## config.mk

```make
export PLATFORM = sky130hd
export DESIGN_NAME = lcd_power_sequencer
export DESIGN_NICKNAME = d
export VERILOG_FILES = /design/src/rtl/lcd_power_sequencer.sv
export SDC_FILE = /design/constraint.sdc
export NUM_CORES = 1
export LEC_CHECK = 0
export BUFFER_PORTS_ARGS = -buffer_cell sky130_fd_sc_hd__buf_4
export CORE_UTILIZATION = 30
export DETAILED_ROUTE_END_ITERATION = 7
export PLACE_DENSITY = 0.45
export SLEW_MARGIN = 20
export SYNTH_ARGS = -nofsm -noshare
export SYNTH_HDL_FRONTEND = slang
export SYNTH_SLANG_ARGS = --single-unit
```

## constraint.sdc

```tcl
create_clock -name clk_out -period 5.63 [get_ports clk_out]
set_input_delay 0.2815 -clock clk_out [delete_from_list [all_inputs] [get_ports clk_out]]
set_output_delay 0.2815 -clock clk_out [all_outputs]
set_load 0.05 [all_outputs]
```

## src/rtl/lcd_power_sequencer.sv

```systemverilog
// Ordered power-up / reverse power-down of N panel enable rails from one level request, with programmable dwell.
// Latency 1 edge from request to first rail change, all outputs registered; no backpressure, lcd_on may reverse at any edge.
module lcd_power_sequencer #(
  parameter int N_RAILS = 5,
  parameter int DLY_W   = 16,
  parameter int LVL_W   = $clog2(N_RAILS + 1)
) (
  input  logic               clk_out,
  input  logic               rst,
  input  logic               lcd_on,
  input  logic [DLY_W-1:0]   step_dly,
  output logic [N_RAILS-1:0] rails_en,
  output logic [LVL_W-1:0]   lvl,
  output logic               lcd_ready,
  output logic               seq_busy,
  output logic               seq_done
);

  typedef enum logic [1:0] {S_OFF, S_UP, S_ON, S_DOWN} state_t;

  localparam logic [LVL_W-1:0] LVL_ONE = LVL_W'(1);
  localparam logic [LVL_W-1:0] LVL_MAX = LVL_W'(N_RAILS);
  localparam logic [DLY_W-1:0] CNT_ONE = DLY_W'(1);

  state_t             state, state_nxt;
  logic [LVL_W-1:0]   lvl_nxt;
  logic [DLY_W-1:0]   cnt, cnt_nxt;
  logic               done_nxt;
  logic [N_RAILS-1:0] rails_nxt;

  always_comb begin
    state_nxt = state;
    lvl_nxt   = lvl;
    cnt_nxt   = cnt;
    done_nxt  = 1'b0;
    rails_nxt = '0;
    case (state)
      S_OFF: begin
        if (lcd_on) begin
          state_nxt = S_UP;
          lvl_nxt   = LVL_ONE;
          cnt_nxt   = step_dly;
        end
      end
      S_UP: begin
        // Reversal wins over the dwell so a late off-request never waits.
        if (!lcd_on) begin
          state_nxt = S_DOWN;
          lvl_nxt   = lvl - LVL_ONE;
          cnt_nxt   = step_dly;
        end else if (cnt != '0) begin
          cnt_nxt = cnt - CNT_ONE;
        end else if (lvl < LVL_MAX) begin
          lvl_nxt = lvl + LVL_ONE;
          cnt_nxt = step_dly;
        end else begin
          state_nxt = S_ON;
          done_nxt  = 1'b1;
        end
      end
      S_ON: begin
        if (!lcd_on) begin
          state_nxt = S_DOWN;
          lvl_nxt   = lvl - LVL_ONE;
          cnt_nxt   = step_dly;
        end
      end
      S_DOWN: begin
        if (lcd_on) begin
          state_nxt = S_UP;
          lvl_nxt   = lvl + LVL_ONE;
          cnt_nxt   = step_dly;
        end else if (cnt != '0) begin
          cnt_nxt = cnt - CNT_ONE;
        end else if (lvl != '0) begin
          lvl_nxt = lvl - LVL_ONE;
          cnt_nxt = step_dly;
        end else begin
          state_nxt = S_OFF;
          done_nxt  = 1'b1;
        end
      end
      default: state_nxt = S_OFF;
    endcase
    for (int i = 0; i < N_RAILS; i++) begin
      rails_nxt[i] = (lvl_nxt > LVL_W'(i));
    end
  end

  always_ff @(posedge clk_out) begin
    if (rst) begin
      state     <= S_OFF;
      lvl       <= '0;
      cnt       <= '0;
      rails_en  <= '0;
      lcd_ready <= 1'b0;
      seq_busy  <= 1'b0;
      seq_done  <= 1'b0;
    end else begin
      state     <= state_nxt;
      lvl       <= lvl_nxt;
      cnt       <= cnt_nxt;
      rails_en  <= rails_nxt;
      lcd_ready <= (state_nxt == S_ON);
      seq_busy  <= (state_nxt == S_UP) || (state_nxt == S_DOWN);
      seq_done  <= done_nxt;
    end
  end

endmodule

```

Word level (Yosys, flattened, before mapping). Index checks and enable logic that the tools add are counted.

Input port bits: 19. Bits in registers: 29.

Add/sub/neg operators: 3. Equality and inequality tests: 10. Order comparisons: 6. Reductions and logical operators: 5. Multiplexer cells: 34.

Operators with widths (count): 16-bit 2-to-1 mux (8); 16-bit one-hot mux with 4 select lines (1); 3-bit 2-to-1 mux (8); 2-bit 2-to-1 mux (8); 16-bit nonzero test (1); 16-bit by 1-bit subtractor with 16-bit output, second input constant (1); 3-bit one-hot mux with 4 select lines (1); 2-bit == test, second input constant (4); 4-bit inequality test, second input constant (2); 2-bit one-hot mux with 4 select lines (1); 3-bit by 1-bit > comparator with 1-bit output, second input constant (2); 3-bit by 2-bit > comparator with 1-bit output, second input constant (2); 1-bit 2-to-1 mux (6); 2-bit by 1-bit == test with 1-bit output, second input constant (2); 2-bit inequality test, second input constant (2); 4-bit AND reduction (1); 3-bit by 1-bit adder with 3-bit output, second input constant (1); 3-bit > comparator, second input constant (1); 3-bit less-than comparator, second input constant (1); 3-bit nonzero test (1); 3-bit by 1-bit subtractor with 3-bit output, second input constant (1); 2-bit zero test (1); 1-bit one-hot mux with 2 select lines (1); 1-bit logical OR (1).

Depth between registers and ports, before layout.
Word-level depth: 7. Mapped depth: 11. Mapped depth without buffers: 8.

Least setup slack after synthesis. OpenSTA, ideal clock, no wires.

Kind: flip-flop to flip-flop. From: register lvl[1]. To: register rails_en[0]. Slack: 3236 ps. Stages on the path, launching flop included: 9. Path buffers: 0. Arrival: 2337 ps. Setup time: 58 ps. Path through: dfxtp_1 -> inv_1 -> ha_1 -> nor2b_1 -> or4_1 -> nor3_1 -> a221oi_2 -> a41oi_1 -> or2_1.

Longest elaborated chain between the ends: 6. Elaborated cells between the ends (all ways): 14. Classes of those cells: add/sub: 2; order compare: 2; mux: 9; reduce/logical: 1.

RTL lines: from (decl) (line 13) `output logic [LVL_W-1:0] lvl,`; from (signal assigned) (line 101) `lvl <= lvl_nxt;`; 3-bit by 1-bit subtractor with 3-bit output, or another cell as far along (line 49, 64, 76); 3-bit 2-to-1 mux, on equally long branches (line 75, 53); 3-bit 2-to-1 mux, on equally long branches (line 73, 51); 3-bit 2-to-1 mux, on equally long branches (line 69, 47); 3-bit one-hot mux with 4 select lines * (line 37) `case (state)`; 3-bit by 1-bit > comparator with 1-bit output * (line 86) `rails_nxt[i] = (lvl_nxt > LVL_W'(i));`; to (signal assigned) (line 103) `rails_en <= rails_nxt;`; to (decl) (line 12) `output logic [N_RAILS-1:0] rails_en,`.

Mark *: on every way between the ends. The rest lies on a longest branch, timed or not. A chain may end at the register's enable or synchronous reset.

Final worst setup path.
From: register state[1]. To: register cnt[10].

Longest elaborated chain between the ends: 3. Elaborated cells between the ends (all ways): 10. Classes of those cells: eq/ne: 7; mux: 1; reduce/logical: 2.

RTL lines: from (decl) (line 25) `state_t state, state_nxt;`; from (signal assigned) (line 100) `state <= state_nxt;`; 2-bit by 1-bit == test with 1-bit output, or another cell as far along (line 37); 4-bit inequality test (no line) or 2-bit inequality test (tied branches); 4-bit AND reduction (no line); to (signal assigned) (line 102) `cnt <= cnt_nxt;`; to (decl) (line 27) `logic [DLY_W-1:0] cnt, cnt_nxt;`.

Several ways; a longest one is shown, not always the timed one.

==> results.ini <==
[yosys]
synth_top_area_cell = sky130_fd_sc_hd__dfxtp_1
yosys-top-cells-area = sky130_fd_sc_hd__dfxtp_1 (29%), sky130_fd_sc_hd__a21oi_1 (7.4%), sky130_fd_sc_hd__nand2_1 (4.8%)
synthesis.nets = 282
synth-seq-cells = 29
synth_commonest_cells = sky130_fd_sc_hd__a21oi_1 (30), sky130_fd_sc_hd__dfxtp_1 (29), sky130_fd_sc_hd__nand2_1 (26), sky130_fd_sc_hd__nor2_1 (18), sky130_fd_sc_hd__nor3_1 (15)
synth_edf_count = 0
synth-warning-count = 0
synth_top_area_frac = 0.288
yosysMostFrequentCell = sky130_fd_sc_hd__a21oi_1
synth_cell_types = 56
synth_ff_type = sky130_fd_sc_hd__dfxtp_1
synthCells = 258
avgSynthCellArea_sq_um = 7.81
synth-seq-area-share = 0.288
syn-cell-area_sq_um = 2020
postSynth.asyncResetShare = 0

[cts]
cts_max_path_buffers = 2
tritoncts_clock_tree = built
path_clk_slew_ps = 60
post-cts-setup-buffers = 0
clock_sinks = 29
clock_latency_ps = 270
tritoncts.num_buffers = 5
cts_hold_repair.buffers = 0
cts_resized = 0
cts.htree.levels = 2
cts-root-buf = sky130_fd_sc_hd__clkbuf_8

[routing]
drt_via_density = 5.42
detail_route.iter0.violations = 82
vias = 1912
routed_wire_length_per_instance_um = 14.5
post-route-drc-count = 2
postRouteWirelength_mm = 5.13
drt.antenna.violating_nets = 0
first_pass_iters = 6

[timing]
grt_setup_unrepaired = false
timing_max_transition_violations_final = 0
slew_headroom = 0.515
report.final.hold_viol_count = 0
timing.final.ws_setup_ps = 2980
fin_worst_skew_ps = 4.54
timing_worst_slew_pin_value_ps = 727
post-route-min-period_ps = 2650
upper_clock_frequency_limit_mhz = 377
fin_setup_tns_ps = 0
setup_viol = 0
fin_crit_sh = 0.472

[die]
num_io_pins = 30
floorplan.rows = 29
die_w_um = 84.0
area_of_the_die_sq_um = 7050
core_area_sq_um = 6420
floorplan.initialDensity = 0.314
dieHeight_um = 84.0

[setup_path]
critPathMaxStageDelay_ps = 790
path_common_cell = sky130_fd_sc_hd__nand2_1
worst-r2r-setup-slack_ps = 2980
sort_of_element_at_the_end_of_the_critical_path = register
reg2regPathDepth = 6
critical_path.max_fanout = 19
crit-reg2reg-capture = cnt[10]
critical_path.cell_chain = xor2_1 > nand2_1 > a21oi_2 > mux2_2 > nand2_1 > a21oi_1
critPathKind = reg2reg
worstPathRequired_ps = 5780
timing.critical_path.slowest_stage_cell = sky130_fd_sc_hd__dfxtp_1
worst-endpoint-arrival_ps = 2810
timing.rr.start = state[1]
timing.critical_path.from_type = register

[worst_hold_path]
worstHoldPathCells = 4
min_to = cnt[6]
class_of_the_tightest_hold_or_removal_check = in2reg
hp-start = step_dly[6]

[power_and_ir_drop]
vdd_ir_drop_max_mv = 0.0811
cellPowerDensity_nw_per_um2 = 302
p_leak_nw = 0.878

[grt]
grt_use_met3 = 0.0307
largest_net_degree_at_the_start_of_global_routing = 29
groute.layer.met1.usage = 0.190
first_global_vias = 1802
antenna_found_initial = 0
gr-max-usage-layer = met2
wire_length_of_the_first_global_routing_pass_mm = 8.53
overflow = 0
grt.total_usage = 0.151
grt_util_met2 = 0.254

[outcome]
status = finished, violations left
failing_checks = design-rule violations

[placement]
gpl.final_weighted_congestion = 0.791
hpwlAfterDp_mm = 3.50
preCtsSetupSlack_ps = 3000
placedCellCount = 346
numPortBuffers = 29

[finish]
stdcell_count = 353
design.final.nets = 300
layout-area-overhead-vs-synth_pct = 15.0
drive_above_1_share = 0.196
antennaDiodeCount = 0

[run]
cap_viol_max_count = 0

==> cell families (layout without fill, tap and decap cells) <==
logic type               after synthesis  in the layout  share of synthesized area
buffers and inverters                 27             45                     0.0677
adder cells (fa/ha/maj)                5              5                     0.0310
AND/OR/NAND/NOR                       99             99                      0.266
multiplexers                           4              4                     0.0217
flip-flops                            29             29                      0.288
XOR/XNOR                               7              7                     0.0304
AO/OA/AOI/OAI                         87             87                      0.295
==> worst max-delay path by stage <==
stage,start,end,slack (ps)
after global routing,state[1],cnt[10],2760
after CTS,state[1],cnt[10],2990
after floorplan,lvl[1],rails_en[0],3240
final,state[1],cnt[10],2980
after global placement,state[1],cnt[10],3060
after detailed placement,state[1],cnt[10],3000
==> where the power goes <==
part	internal [mW]	switching (mW)	total, mW
sequential	0.230	0.0313	0.261
clock	0.0967	0.0737	0.170
combinational	0.100	0.169	0.269
total	0.426	0.274	0.700
==> metal layers <==
| metal | vias up | share of wire |
|---|---|---|
| li1 | 984 | - |
| met1 | 892 | 0.47 |
| met2 | 32 | 0.50 |
| met3 | 4 | 0.028 |
| met4 | 0 | 0.011 |
| met5 | - | 0 |
==> cells in the final DEF (no fill, tap or decap), types with 7 or more instances in the layout <==
cell type,count
sky130_fd_sc_hd__a21oi_1,30
sky130_fd_sc_hd__dfxtp_1,29
sky130_fd_sc_hd__o21ai_1,11
sky130_fd_sc_hd__nand2_1,26
sky130_fd_sc_hd__nor2_1,18
sky130_fd_sc_hd__a21o_1,10
sky130_fd_sc_hd__nor3_1,15
sky130_fd_sc_hd__o21ai_0,7
sky130_fd_sc_hd__inv_1,8
sky130_fd_sc_hd__buf_4,30
==> layout make-up <==
cell class / instances / area (sq um)
fillers: 695 / 4110
flip-flops and latches: 29 / 581
repair buffers: 30 / 225
multi-input cells: 202 / 1300
clock buffers: 7 / 86.3
inverters: 8 / 30.0
well taps: 77 / 96.3
==> worst max-delay path, delay by kind of cell (launching register included) <==
kind	cells	cell delay, ps
compound gates	2	670
xor+xnor	1	300
flops	1	790
mux	1	400
simple gates	2	360
==> sequential cells by signal, indices dropped and copies added (netlist names) <==
| name | cells |
|---|---|
| seq_busy | 1 |
| seq_done | 1 |
| cnt | 16 |
| lcd_ready | 1 |
| lvl | 3 |
| rails_en | 5 |
| state | 2 |
==> stage by stage <==
| stage | power, mW | hold WS (ps) | util | area (sq um) |
|---|---|---|---|---|
| floorplan | 0.474 | 445 | - | 2020 |
| global route | 0.746 | 360 | 0.361 | 2320 |
| global placement | 0.538 | 462 | 0.347 | 2230 |
| detailed placement | 0.535 | 470 | 0.347 | 2230 |
| finish | 0.700 | 351 | 0.361 | 2320 |
| CTS | 0.709 | 345 | 0.361 | 2320 |
(Power assumes the default switching activity.)
